==> config.mk <==
export PLATFORM = sky130hd
export DESIGN_NAME = fetch_unit_flat
export DESIGN_NICKNAME = d
export VERILOG_FILES = /design/src/rtl/fetch_unit_if.sv /design/src/rtl/fetch_unit.sv /design/src/flat_wrapper.sv
export SDC_FILE = /design/constraint.sdc
export NUM_CORES = 1
export LEC_CHECK = 0
export CELL_PAD_IN_SITES_DETAIL_PLACEMENT = 0
export CELL_PAD_IN_SITES_GLOBAL_PLACEMENT = 1
export CORE_MARGIN = 1
export CORE_UTILIZATION = 30
export DETAILED_ROUTE_END_ITERATION = 12
export PLACE_DENSITY_LB_ADDON = 0.1
export SLEW_MARGIN = 0
export SYNTH_ARGS = -nofsm -noshare
export SYNTH_HDL_FRONTEND = slang
export SYNTH_SLANG_ARGS = --single-unit
==> constraint.sdc <==
create_clock -name clk -period 5.3 [get_ports clk]
set_input_delay 0.53 -clock clk [delete_from_list [all_inputs] [get_ports clk]]
set_output_delay 0.53 -clock clk [all_outputs]
set_load 0.03 [all_outputs]
==> src/rtl/fetch_unit_if.sv <==
// Handshake bundle between the fetch stage, instruction memory and decode.
// The master modport is the fetch stage; the slave modport is its environment.
interface fetch_unit_if #(
  parameter int PC_W    = 16,
  parameter int INSTR_W = 16
);
  logic               imem_req;
  logic [PC_W-1:0]    imem_addr;
  logic               imem_gnt;
  logic               imem_rvalid;
  logic [INSTR_W-1:0] imem_rdata;
  logic               out_valid;
  logic               out_ready;
  logic [INSTR_W-1:0] out_instr;
  logic [PC_W-1:0]    out_pc;
  logic [PC_W-1:0]    out_pc_next;

  modport master (
    output imem_req, imem_addr,
    input  imem_gnt, imem_rvalid, imem_rdata,
    output out_valid, out_instr, out_pc, out_pc_next,
    input  out_ready
  );

  modport slave (
    input  imem_req, imem_addr,
    output imem_gnt, imem_rvalid, imem_rdata,
    input  out_valid, out_instr, out_pc, out_pc_next,
    output out_ready
  );
endinterface

==> src/rtl/fetch_unit.sv <==
// Instruction fetch stage: owns the PC, keeps one memory request in flight and
// buffers returned instructions for decode, with redirect/flush and sticky halt.
module fetch_unit #(
  parameter int              PC_W       = 16,
  parameter int              INSTR_W    = 16,
  parameter int              PC_INC     = 2,
  parameter int              FIFO_DEPTH = 2,
  parameter logic [PC_W-1:0] RESET_PC   = {PC_W{1'b0}}
) (
  input  logic            clk,
  input  logic            rst,
  input  logic            redirect_valid,
  input  logic [PC_W-1:0] redirect_pc,
  input  logic            halt_in,
  output logic            halted,
  fetch_unit_if.master    bus
);

  localparam int PTR_W = (FIFO_DEPTH > 1) ? $clog2(FIFO_DEPTH) : 1;
  localparam int CNT_W = $clog2(FIFO_DEPTH + 1);

  typedef enum logic [1:0] {
    ST_REQ  = 2'd0,
    ST_WAIT = 2'd1,
    ST_DROP = 2'd2,
    ST_HALT = 2'd3
  } state_t;

  state_t             state_r;
  state_t             state_nxt_s;
  logic [PC_W-1:0]    pc_r;
  logic [PC_W-1:0]    pc_nxt_s;
  logic [PC_W-1:0]    req_pc_r;
  logic [PC_W-1:0]    req_pc_nxt_s;
  logic [CNT_W-1:0]   count_r;
  logic [PTR_W-1:0]   rd_ptr_r;
  logic [PTR_W-1:0]   wr_ptr_r;
  logic [INSTR_W-1:0] instr_mem_r [FIFO_DEPTH];
  logic [PC_W-1:0]    pc_mem_r    [FIFO_DEPTH];

  logic req_s;
  logic gnt_s;
  logic push_s;
  logic pop_s;
  logic flush_s;
  logic out_valid_s;

  // Request, handshake qualifiers and head-of-FIFO outputs
  always_comb begin
    req_s       = rst && (state_r == ST_REQ) && (count_r < CNT_W'(FIFO_DEPTH));
    gnt_s       = req_s && bus.imem_gnt;
    out_valid_s = rst && (state_r != ST_HALT) && (count_r != {CNT_W{1'b0}});
    pop_s       = out_valid_s && bus.out_ready && !flush_s;

    bus.imem_req    = req_s;
    bus.imem_addr   = pc_r;
    bus.out_valid   = out_valid_s;
    bus.out_instr   = instr_mem_r[rd_ptr_r];
    bus.out_pc      = pc_mem_r[rd_ptr_r];
    bus.out_pc_next = pc_mem_r[rd_ptr_r] + PC_W'(PC_INC);
    halted          = (state_r == ST_HALT);
  end

  // Next-state, PC update, push and flush decisions
  always_comb begin
    state_nxt_s  = state_r;
    pc_nxt_s     = pc_r;
    req_pc_nxt_s = req_pc_r;
    push_s       = 1'b0;
    flush_s      = 1'b0;

    case (state_r)
      ST_REQ: begin
        if (gnt_s) begin
          req_pc_nxt_s = pc_r;
          pc_nxt_s     = pc_r + PC_W'(PC_INC);
          state_nxt_s  = ST_WAIT;
        end else begin
          state_nxt_s  = ST_REQ;
        end
      end
      ST_WAIT: begin
        if (bus.imem_rvalid) begin
          push_s      = 1'b1;
          state_nxt_s = ST_REQ;
        end else begin
          state_nxt_s = ST_WAIT;
        end
      end
      ST_DROP: begin
        if (bus.imem_rvalid) begin
          state_nxt_s = ST_REQ;
        end else begin
          state_nxt_s = ST_DROP;
        end
      end
      ST_HALT: begin
        state_nxt_s = ST_HALT;
      end
      default: begin
        state_nxt_s = ST_REQ;
      end
    endcase

    // Halt beats redirect; both flush and neither lets a response into the FIFO
    if (state_r != ST_HALT) begin
      if (halt_in) begin
        flush_s     = 1'b1;
        push_s      = 1'b0;
        state_nxt_s = ST_HALT;
      end else if (redirect_valid) begin
        flush_s  = 1'b1;
        push_s   = 1'b0;
        pc_nxt_s = redirect_pc;
        case (state_r)
          ST_REQ:  state_nxt_s = gnt_s ? ST_DROP : ST_REQ;
          ST_WAIT: state_nxt_s = bus.imem_rvalid ? ST_REQ : ST_DROP;
          // A response arriving here retires the orphaned request already
          ST_DROP: state_nxt_s = bus.imem_rvalid ? ST_REQ : ST_DROP;
          default: state_nxt_s = ST_REQ;
        endcase
      end else begin
        flush_s = 1'b0;
      end
    end else begin
      flush_s = 1'b0;
    end
  end

  // Control state, PC and FIFO bookkeeping
  always_ff @(posedge clk) begin
    if (!rst) begin
      state_r  <= ST_REQ;
      pc_r     <= RESET_PC;
      req_pc_r <= RESET_PC;
      count_r  <= {CNT_W{1'b0}};
      rd_ptr_r <= {PTR_W{1'b0}};
      wr_ptr_r <= {PTR_W{1'b0}};
    end else begin
      state_r  <= state_nxt_s;
      pc_r     <= pc_nxt_s;
      req_pc_r <= req_pc_nxt_s;
      if (flush_s) begin
        count_r  <= {CNT_W{1'b0}};
        rd_ptr_r <= {PTR_W{1'b0}};
        wr_ptr_r <= {PTR_W{1'b0}};
      end else begin
        count_r <= count_r + CNT_W'(push_s) - CNT_W'(pop_s);
        if (push_s) begin
          wr_ptr_r <= wr_ptr_r + PTR_W'(1);
        end else begin
          wr_ptr_r <= wr_ptr_r;
        end
        if (pop_s) begin
          rd_ptr_r <= rd_ptr_r + PTR_W'(1);
        end else begin
          rd_ptr_r <= rd_ptr_r;
        end
      end
    end
  end

  // FIFO payload storage; contents are only meaningful below count_r
  always_ff @(posedge clk) begin
    if (rst && push_s) begin
      instr_mem_r[wr_ptr_r] <= bus.imem_rdata;
      pc_mem_r[wr_ptr_r]    <= req_pc_r;
    end
  end

endmodule
==> src/flat_wrapper.sv <==
// flat-port wrapper written by rule: the top's interface ports become plain ports
module fetch_unit_flat 
#(
  parameter int              PC_W       = 16,
  parameter int              INSTR_W    = 16,
  parameter int              PC_INC     = 2,
  parameter int              FIFO_DEPTH = 2,
  parameter logic [PC_W-1:0] RESET_PC   = {PC_W{1'b0}}
)
  (clk, rst, redirect_valid, redirect_pc, halt_in, halted, bus_imem_req, bus_imem_addr, bus_imem_gnt, bus_imem_rvalid, bus_imem_rdata, bus_out_valid, bus_out_instr, bus_out_pc, bus_out_pc_next, bus_out_ready);
  fetch_unit_if #(.PC_W(PC_W), .INSTR_W(INSTR_W)) bus_i ();
  input  logic clk;
  input  logic rst;
  input  logic redirect_valid;
  input  logic [PC_W-1:0] redirect_pc;
  input  logic halt_in;
  output logic halted;
  output wire logic [$bits(bus_i.imem_req)-1:0] bus_imem_req;
  output wire logic [$bits(bus_i.imem_addr)-1:0] bus_imem_addr;
  input wire logic [$bits(bus_i.imem_gnt)-1:0] bus_imem_gnt;
  input wire logic [$bits(bus_i.imem_rvalid)-1:0] bus_imem_rvalid;
  input wire logic [$bits(bus_i.imem_rdata)-1:0] bus_imem_rdata;
  output wire logic [$bits(bus_i.out_valid)-1:0] bus_out_valid;
  output wire logic [$bits(bus_i.out_instr)-1:0] bus_out_instr;
  output wire logic [$bits(bus_i.out_pc)-1:0] bus_out_pc;
  output wire logic [$bits(bus_i.out_pc_next)-1:0] bus_out_pc_next;
  input wire logic [$bits(bus_i.out_ready)-1:0] bus_out_ready;
  assign bus_imem_req = bus_i.imem_req;
  assign bus_imem_addr = bus_i.imem_addr;
  assign bus_i.imem_gnt = bus_imem_gnt;
  assign bus_i.imem_rvalid = bus_imem_rvalid;
  assign bus_i.imem_rdata = bus_imem_rdata;
  assign bus_out_valid = bus_i.out_valid;
  assign bus_out_instr = bus_i.out_instr;
  assign bus_out_pc = bus_i.out_pc;
  assign bus_out_pc_next = bus_i.out_pc_next;
  assign bus_i.out_ready = bus_out_ready;
  fetch_unit #(.PC_W(PC_W), .INSTR_W(INSTR_W), .PC_INC(PC_INC), .FIFO_DEPTH(FIFO_DEPTH), .RESET_PC(RESET_PC)) u_core (.clk(clk), .rst(rst), .redirect_valid(redirect_valid), .redirect_pc(redirect_pc), .halt_in(halt_in), .halted(halted), .bus(bus_i));
endmodule
# Yosys cells after proc, flatten, opt, wreduce, memory -nomap -nowiden
# Memory sizes are Yosys's and may differ from the RTL's. A register that Yosys moved wholly into a read port is not among the register bits.
# Index checks and enable logic that the tools add are counted.
# word_totals
reg_bits	38
ramBits	64
output_inout_bits	67
elab_cells	62
memories	2
# classes
add_sub_neg	6
magnitude_cmp	1
n_eq_ne	4
n_mux	28
n_bitwise	1
n_reduce_logical	14
# mem_list
memory	depth	width	read_ports	rd_ports_with_merged_regs	write_ports	line	source
u_core.instr_mem_r	2	16	1	1	1	fetch_unit.sv:38	logic [INSTR_W-1:0] instr_mem_r [FIFO_DEPTH];
u_core.pc_mem_r	2	16	1	1	1	fetch_unit.sv:39	logic [PC_W-1:0] pc_mem_r [FIFO_DEPTH];
# op_table
cell	count
$mux 16	5
$add 16x2->16 const B	2
$mux 1	16
$mux 2	5
$logic_and 1x1->1	8
$pmux 2 s4	1
$eq 2x2->1 const B	2
$pmux 2 s2	1
$reduce_or 2->1	2
$add 1x1->1 const B	2
$add 2x1->2	1
$eq 2x1->1 const B	1
$logic_not 2->1	1
$lt 2x2->1 const B	1
$ne 2x2->1 const B	1
$reduce_and 2->1	1
$reduce_bool 2->1	1
$sub 2x1->2	1
$logic_not 1->1	1
$not 1->1	1

# Logic depth before layout (Yosys ltp)
# Gate-level depths: netlist of run 1.
# logic_depth
depth_word	9
depth_mapped	10
mapped_depth_nobuf	10

# Worst setup path before layout of run 1
# Ideal clock, no wire load.
# synth_path
path_type	register to output
from	register (tool-made name)
to	output port bus_out_pc_next[11]
t_arrival_ns	3.092
slack_ns	1.678
stages_incl_launch_ff	11
cell_sequence	dfxtp_1 -> buf_2 -> clkbuf_1 -> buf_2 -> mux2i_1 -> inv_1 -> ha_1 -> inv_1 -> a211oi_2 -> and2_1 -> a21oi_1
# synth_lines
item	line	source
to (decl)	flat_wrapper.sv:26	output wire logic [$bits(bus_i.out_pc_next)-1:0] bus_out_pc_next;

==> results of run 1 <==
[power breakdown]
group	total (mW)	internal [mW]	leakage, nW	switching (mW)
registers	0.882	0.863	0.852	0.0192
logic	0.169	0.0791	1.01	0.0900
clock network	0.617	0.319	0.136	0.298
[worst min path at each step]
stage	start	endpoint	slack [ns]	depth (start not counted)
floorplan	u_core.req_pc_r[0]$_SDFFE_PN0P_	u_core.pc_mem_r[0][0]$_DFFE_PP_	0.43	0
global placement	u_core.req_pc_r[13]$_SDFFE_PN0P_	u_core.pc_mem_r[0][13]$_DFFE_PP_	0.44	0
detailed placement	u_core.req_pc_r[7]$_SDFFE_PN0P_	u_core.pc_mem_r[0][7]$_DFFE_PP_	0.44	0
CTS	u_core.req_pc_r[7]$_SDFFE_PN0P_	u_core.pc_mem_r[1][7]$_DFFE_PP_	0.46	0
global route	u_core.req_pc_r[7]$_SDFFE_PN0P_	u_core.pc_mem_r[0][7]$_DFFE_PP_	0.47	0
finish	u_core.req_pc_r[7]$_SDFFE_PN0P_	u_core.pc_mem_r[1][7]$_DFFE_PP_	0.46	0
[worst reg2reg max path, delay by kind of cell, from the launching register on]
kind | cells | cell delay [ns]
fa+ha+maj | 1 | 0.25
compound gates | 1 | 0.16
buf+inv | 1 | 0.11
flops | 1 | 0.33
simple gates | 3 | 1.55
[state kept, by name, summed over array words and instances (netlist names), named ones only]
| register | flops |
|---|---|
| u_core.wr_ptr_r | 1 |
| u_core.instr_mem_r | 32 |
| u_core.state_r | 2 |
| u_core.bus.imem_addr | 16 |
| u_core.rd_ptr_r | 1 |
| u_core.pc_mem_r | 32 |
| u_core.req_pc_r | 16 |
| u_core.count_r | 2 |
[layout make-up]
class                           count  area, um2  area share
Clock buffer                        9        225      0.0375
Clock inverter                      7       43.8     0.00728
Inverter                           13       48.8     0.00812
Multi-Input combinational cell    246       1690       0.281
Sequential cell                   103       2700       0.450
Tap cell                          184        230      0.0383
Timing Repair Buffer              108       1070       0.179
[kinds of logic (layout without fill, tap and decap cells)]
group / Yosys count / count (layout)
compound gates: 67 / 67
xor+xnor: 25 / 25
fa+ha+maj: 9 / 9
buf+inv: 32 / 137
flops: 103 / 103
mux: 34 / 34
simple gates: 111 / 111
[layer usage]
layer  global-route usage  vias to the layer above
met2                0.206                       87
li1                     -                     1585
met4               0.0737                        0
met5                    0                        -
met1                0.181                     1433
met3               0.0305                       17
[synthesized netlist by cell type, types with 10 or more instances]
library cell               number
sky130_fd_sc_hd__dfxtp_1       39
sky130_fd_sc_hd__nand3_1       10
sky130_fd_sc_hd__o21ai_0       18
sky130_fd_sc_hd__edfxtp_1      64
sky130_fd_sc_hd__clkbuf_1      10
sky130_fd_sc_hd__a21oi_1       20
sky130_fd_sc_hd__a21boi_0      12
sky130_fd_sc_hd__nand2_1       53
sky130_fd_sc_hd__inv_1         12
sky130_fd_sc_hd__xnor2_1       16
sky130_fd_sc_hd__mux2_2        29
==> reports/results.txt, run 1 <==
The run finished with clean final reports. The starting utilization of the core area is 0.310. The multiplexer fraction of the synthesized cell area came out at 0.0834.

The number of warnings reported in the yosys synthesis log came out at 0. Clock tree synthesis selected as its root buffer the cell sky130_fd_sc_hd__clkbuf_16. The final cycle utilization of the critical path is 0.743. The first global-routing pass estimated 16500 um of wire. The biggest cell delay along the critical path is 0.95 ns, and the number of DRC markers after the initial detailed-route iteration is 151. Setup repair after global routing left no endpoint under its margin. Routed signal wires occupy layers up through met4. The antenna diode count is 0, and the length of routed met3 wiring is 474 um. The post-synthesis cell type count was 46; the proportion of synthesized flip-flops having asynchronous set or reset was 0. Entering global routing, the biggest net connects 46 pins. Row generation in the floorplan step produced 44 rows. The total CTS buffers was 9; the post-detailed-placement half-perimeter wirelength was 7010 um.

Post-placement cell area: 5740 um2. Dividing total power by cell area gives a power density of 277 nW/um2. Number of flops mapped to enable cells by yosys: 64. Synthesis produced 381 cells.

The adder and majority cell fraction of the synthesized area is 0.0249, and the count of buffering cells on the critical path with inverters included is 2. After detailed routing, the total wire length is 10100 um. Once detail routing completed, the nets flagged for antenna violations numbered 0. The logs give 0 for the final-report setup violation count and 2.85 ns for the register-to-register setup slack. The accumulated negative setup slack was 0 ns; the worst hold margin was 0.456 ns. For the post-route total power, the log shows 1.67 mW. In the synthesized netlist the dominant register cell turns out to be sky130_fd_sc_hd__edfxtp_1. Routed length per placed instance: 15.0 um. The average instance in the mapped netlist occupies 11.9 um2. For the buffer levels on the longest clock path, the log shows 2.

In this run the critical register-to-register path is launched from u_core.state_r[0]$_SDFF_PN0_. Buffers placed on the I/O ports in this run total 105. The synthesized netlist occupies a cell area of 4520 um2. The fraction of the yosys area taken by sequential cells was 0.598.

Die boundary width: 125 um. The worst setup path is launched from a flip-flop. With fillers left out, the area of the finished cells amounts to 6010 um2. Ranked by total cell area, the synthesized netlist is headed by sky130_fd_sc_hd__edfxtp_1 43%, sky130_fd_sc_hd__dfxtp_1 17%, sky130_fd_sc_hd__mux2_2 7.2%. From bottom edge to top edge, the die measures 125 um. The layout has 1399 filler cells. The post-synthesis simple-gate area fraction came out at 0.124. Clock-pin slew was measured on the worst setup and hold paths at 0.07 ns.

Relative to the synthesized area, the layout overhead comes to 33.1%. The clock reaches the later pin of the worst-skew pair after 0.35 ns. Counting buffers and inverters, the worst setup path is 7 cells deep.

Based on the critical path, the design can be clocked at up to 254 MHz. In this run the worst hold path is classified as reg -> reg. The xor and xnor area share after synthesis is 0.0485. For the initial antenna violation count, the log shows 0.

After detailed routing, the wire length on met1 is 4950 um. The final net count is 529. The worst setup path category was reg -> out.

The run gives 0 as the count of final max-slew check failures. Capture point of the worst reg-to-reg path: u_core.bus.imem_addr[14]$_SDFF_PN0_. The worst ir drop on vdd came out at 0.000179 V.

Minimum setup slack in the final design: 1.36 ns. The placeable core region came out at 14600 um2. The run gives 654 as the post-placement cell count. The worst setup path is captured at a primary output.

The number of instances resized during post-cts repair came out at 0. The aggregate global-route resource usage was 0.136. For the worst setup path, the data required time is 4.77 ns. The cell family contributing the most delay on the critical path is flip-flops. Timing analysis after detailed placement gives a worst setup slack of 1.65 ns. Number of flip-flops and latches in the synthesized netlist: 103. The share of layout cells above drive strength 1 is 0.113, and the final hold violation count is 0.

Measured in cells, the most critical reg-to-reg path has a length of 6. Final weighted congestion of routability-driven global placement: 0.722. For this block, the via count after detailed routing is 3122. The run gives 0.412 as the final design utilization. The area share of the largest cell type after synthesis was 0.425. The data arrival time of the critical path was 3.41 ns. The largest fanout of any net on the critical path is 45, and the met2 routed wirelength is 4380 um. The total grt overflow is 0. For this run, design rule violations remaining after detail routing come to 0.

The critical path goes through mux2_2, ha_1, inv_1, a211oi_2, nand3_1, xnor2_1, clkdlybuf4s50_1. The post-CTS setup buffer count is 0. The deepest level of the CTS H-tree came out at 3.

The net count of the mapped netlist came out at 429. The run gives 0.350 as the headroom to the max-slew limit. The number of hold-repair buffers added at the cts stage was 0; the transition time at the pin with the least slew margin was 0.975 ns.

The worst path needs 3.94 ns of the cycle, external delays included. The worst-path cell with the longest stage delay is sky130_fd_sc_hd__dfxtp_2. Excluding fillers, the count of instances in the completed layout stands at 670.

For the final database, setup skew stands at 0.00582 ns. TritonCTS built the clock tree. The logs give 0 for the max-capacitance violation count and 3164 for the via count of the first global-routing pass. The critical path ends at bus_out_pc_next[13]. The total I/O pin count is 106. The TritonCTS sink count is 103. The library cell used most frequently in the layout, excluding fill and tap cells, is sky130_fd_sc_hd__clkdlybuf4s50_1.

After detailed routing, the number of vias per cell comes to 4.66. The die covers 15600 um2. The run gives 2.00 nW as the leakage power.

Leaving out fill and tap cells, the most frequent cells in the layout are 105 x sky130_fd_sc_hd__clkdlybuf4s50_1, 64 x sky130_fd_sc_hd__edfxtp_1, 53 x sky130_fd_sc_hd__nand2_1. Before antenna repair, the detailed router went through 4 iterations. The largest area contributor in the netlist is sky130_fd_sc_hd__edfxtp_1.

By area, the combinational part of the netlist is dominated by simple AND/OR/NAND/NOR gates. The compound-gate portion of the synthesized area is 0.0911.
No activity file was read; power rests on OpenSTA's default activity.
==> run 2, diff against run 1 <==
==> constraint.sdc (replaced) <==
create_clock -name clk -period 3.3 [get_ports clk]
set_input_delay 0.33 -clock clk [delete_from_list [all_inputs] [get_ports clk]]
set_output_delay 0.33 -clock clk [all_outputs]
set_load 0.03 [all_outputs]
==> reports/results.txt, run 2 (synthesis gave the netlist of run 1 again) <==
The run finished with clean final reports. The starting utilization of the core area is 0.310 (unchanged). The final design utilization was 0.417 (+0.00523); the layout overhead on the synthesized area was 34.8%.

The final cycle utilization of the critical path was 0.923; the count of final max-slew check failures was 0 (unchanged). Headroom to the max-slew limit: 0.588 (+0.238). The area enclosed by the die boundary came out at 15600 um2 (unchanged). The clock latency reported for the late side of the worst-skew pair came out at 0.35 ns (about the same). The minimum setup slack in the final design is 0.253 ns (-1.11 ns). Residual DRC count: 0 (unchanged). The worst hold path belongs to the class reg -> reg.

The pre-CTS worst setup slack was 0.589 ns (-1.07 ns); the transition time at the pin with the least slew margin was 0.618 ns (-0.357 ns). Number of rows created at floorplan: 44 (unchanged). The final net count is 535 (+1.1%), and the global-route wire length before repair is 16600 um (+0.75%).

For the total I/O pin count, the log shows 106 (unchanged). The worst path in the final design needs a cycle of 3.05 ns, including I/O delays and setup. The placeable core region is 14600 um2 (unchanged). STA classifies the critical path endpoint as a primary output.

The run gives 0.509 (-0.020) as the sequential cell fraction of total power. Number of filler cells placed in the layout: 1399 (unchanged). The final weighted congestion of routability-driven global placement was 0.730 (+1.2%). The worst setup path is launched from a flip-flop. The accumulated negative setup slack is 0 ns (unchanged), and the worst clock skew on the final layout is 0.00874 ns (+0.00292 ns). The final-report setup violation count was 0 (unchanged); the worst ir drop on vdd was 0.000248 V (+38%). The aggregate global-route resource usage came out at 0.136 (-0.000207).

Power dissipated by switching net loads: 0.661 mW (+62%). The logs give 2 (unchanged) for the buffer levels on the longest clock path and 2.78 mW (+67%) for the post-route total power. The total CTS buffers came out at 9 (unchanged).

The area of all sequential standard cells was 2700 um2 (unchanged); the total number of vias was 3102 (-0.64%). Die boundary width: 125 um (unchanged). Setup repair after global routing left no endpoint under its margin. The antenna diode count is 0 (unchanged), and the internal portion of total power is 2.12 mW (+68%). The share of layout cells above drive strength 1 was 0.140 (+0.0271); the leakage power was 2.06 nW (+3.0%).

The post-detailed-route via-to-cell ratio is 4.59 (-1.5%), and the number of instances resized during post-cts repair is 0 (unchanged). Critical path required time: 2.97 ns (-1.80 ns). Leaving out fill and tap cells, the most frequent cells in the layout are 100 x sky130_fd_sc_hd__clkdlybuf4s50_1, 64 x sky130_fd_sc_hd__edfxtp_1, 53 x sky130_fd_sc_hd__nand2_1. CTS placed an instance of sky130_fd_sc_hd__clkbuf_16 at the clock tree root. The via count of the first global-routing pass was 3083 (-2.6%); the post-CTS clock slew at the launch and capture registers of the worst setup and hold paths was 0.07 ns (about the same). The max-capacitance violation count was 0 (unchanged). Leaving out fill and tap cells, the most frequent cell in the layout is sky130_fd_sc_hd__clkdlybuf4s50_1. The pin count of the biggest net entering global routing is 33 (-28%), and the number of hold-repair buffers added at the cts stage is 0 (unchanged). The TritonCTS sink count was 103 (unchanged). The logs give 194 (+28%) for the number of DRC markers after the initial detailed-route iteration and 676 (+0.90%) for the number of cells in the finished layout apart from fillers. For the deepest level of the CTS H-tree, the log shows 3 (unchanged). The tools report the number of search-and-repair iterations in the first detailed-routing pass as 4 (unchanged). The largest fanout of any net on the critical path is 26 (-42%). Footprint of the multi-input gates: 1690 um2 (+0.22%). The post-CTS setup buffer count came out at 0 (unchanged).

In the final layout, the registers with the most flip-flops are u_core.instr_mem_r x32, u_core.pc_mem_r x32. Routed length per placed instance: 15.0 um (about the same). The combinational share of power was 0.098 (-0.003); the number of instances on the worst hold path was 0 (unchanged).

The ratio of total power to cell area is 457 nW/um2 (+65%). Vertical die dimension: 125 um (unchanged). The run gives 0 (unchanged) as the total grt overflow. TritonCTS built the clock tree. The run gives 660 (+0.92%) as the post-placement cell count. The run gives 2.72 ns (-0.69 ns) as the data arrival time of the critical path. By startpoint and endpoint, the worst setup path is classified as reg -> out. The proportion of total power due to net switching was 0.238 (-0.00647).

The tools report the aggregate routed wire length as 10200 um (+0.86%). The initial antenna violation count was 0 (unchanged). For the number of routed nets with antenna violations, the log shows 0 (unchanged). The post-detailed-placement half-perimeter wirelength came out at 7330 um (+4.6%). The maximum frequency from static timing analysis came out at 328 MHz.

The run gives 0 (unchanged) as the final hold violation count. The proportion of power drawn by the clock network is 0.393 (+0.023). The depth of the most critical reg-to-reg path is 6 (unchanged). The number of port buffers works out to 105 (unchanged).
-- run 2: worst max-delay path: stages, from the launching register on --
cell and delay, ns:
sky130_fd_sc_hd__dfxtp_2 0.37, sky130_fd_sc_hd__buf_4 0.29, sky130_fd_sc_hd__nand4_1 0.21, sky130_fd_sc_hd__a22oi_1 0.47, sky130_fd_sc_hd__a31oi_1 0.14, sky130_fd_sc_hd__a31oi_1 0.18
sky130_fd_sc_hd__clkdlybuf4s50_1 0.70
-- run 2: final timing paths --
| path | from | end | slack (ns) |
|---|---|---|---|
| worst max-delay path | flip-flop | bus_out_pc_next[12] | 0.25 |
| worst min-delay path | u_core.req_pc_r[6]$_SDFFE_PN0P_ | u_core.pc_mem_r[1][6]$_DFFE_PP_ | 0.46 |
| worst max register to register | u_core.state_r[0]$_SDFF_PN0_ | u_core.instr_mem_r[0][5]$_DFFE_PP_ | 1.00 |
| worst min register to register | u_core.req_pc_r[6]$_SDFFE_PN0P_ | u_core.pc_mem_r[1][6]$_DFFE_PP_ | 0.46 |
-- run 2: area by class of cell --
class / count / share of cell area
multi-input combinational: 246 / 0.278
tap: 184 / 0.0378
clock inverter: 5 / 0.00555
sequential: 103 / 0.444
inverter: 13 / 0.00801
timing repair buffer: 114 / 0.182
clock buffer: 11 / 0.0452
-- run 2: power groups by stage --
stage	logic, mW	registers (mW)	clock network, mW
2_1_floorplan	0.120	1.47	0
3_3_place_gp	0.276	1.45	0
3_5_place_dp	0.275	1.45	0
4_1_cts	0.276	1.42	1.13
5_1_grt	0.298	1.42	1.18
6_report	0.273	1.42	1.09
-- run 2: through the flow --
step	area (um2)	hold WS, ns
6_report	6090	0.459
2_1_floorplan	4520	0.425
3_5_place_dp	5780	0.449
5_1_grt	6090	0.478
3_3_place_gp	5780	0.436
4_1_cts	6090	0.466
-- run 2: per-layer routing --
layer	part of all wire	routed length, um	up-vias	track usage
met5	0	0	-	0
met4	0.013	134	0	0.0489
met3	0.045	461	12	0.0352
met2	0.44	4450	91	0.204
met1	0.50	5100	1409	0.189
li1	-	-	1590	-
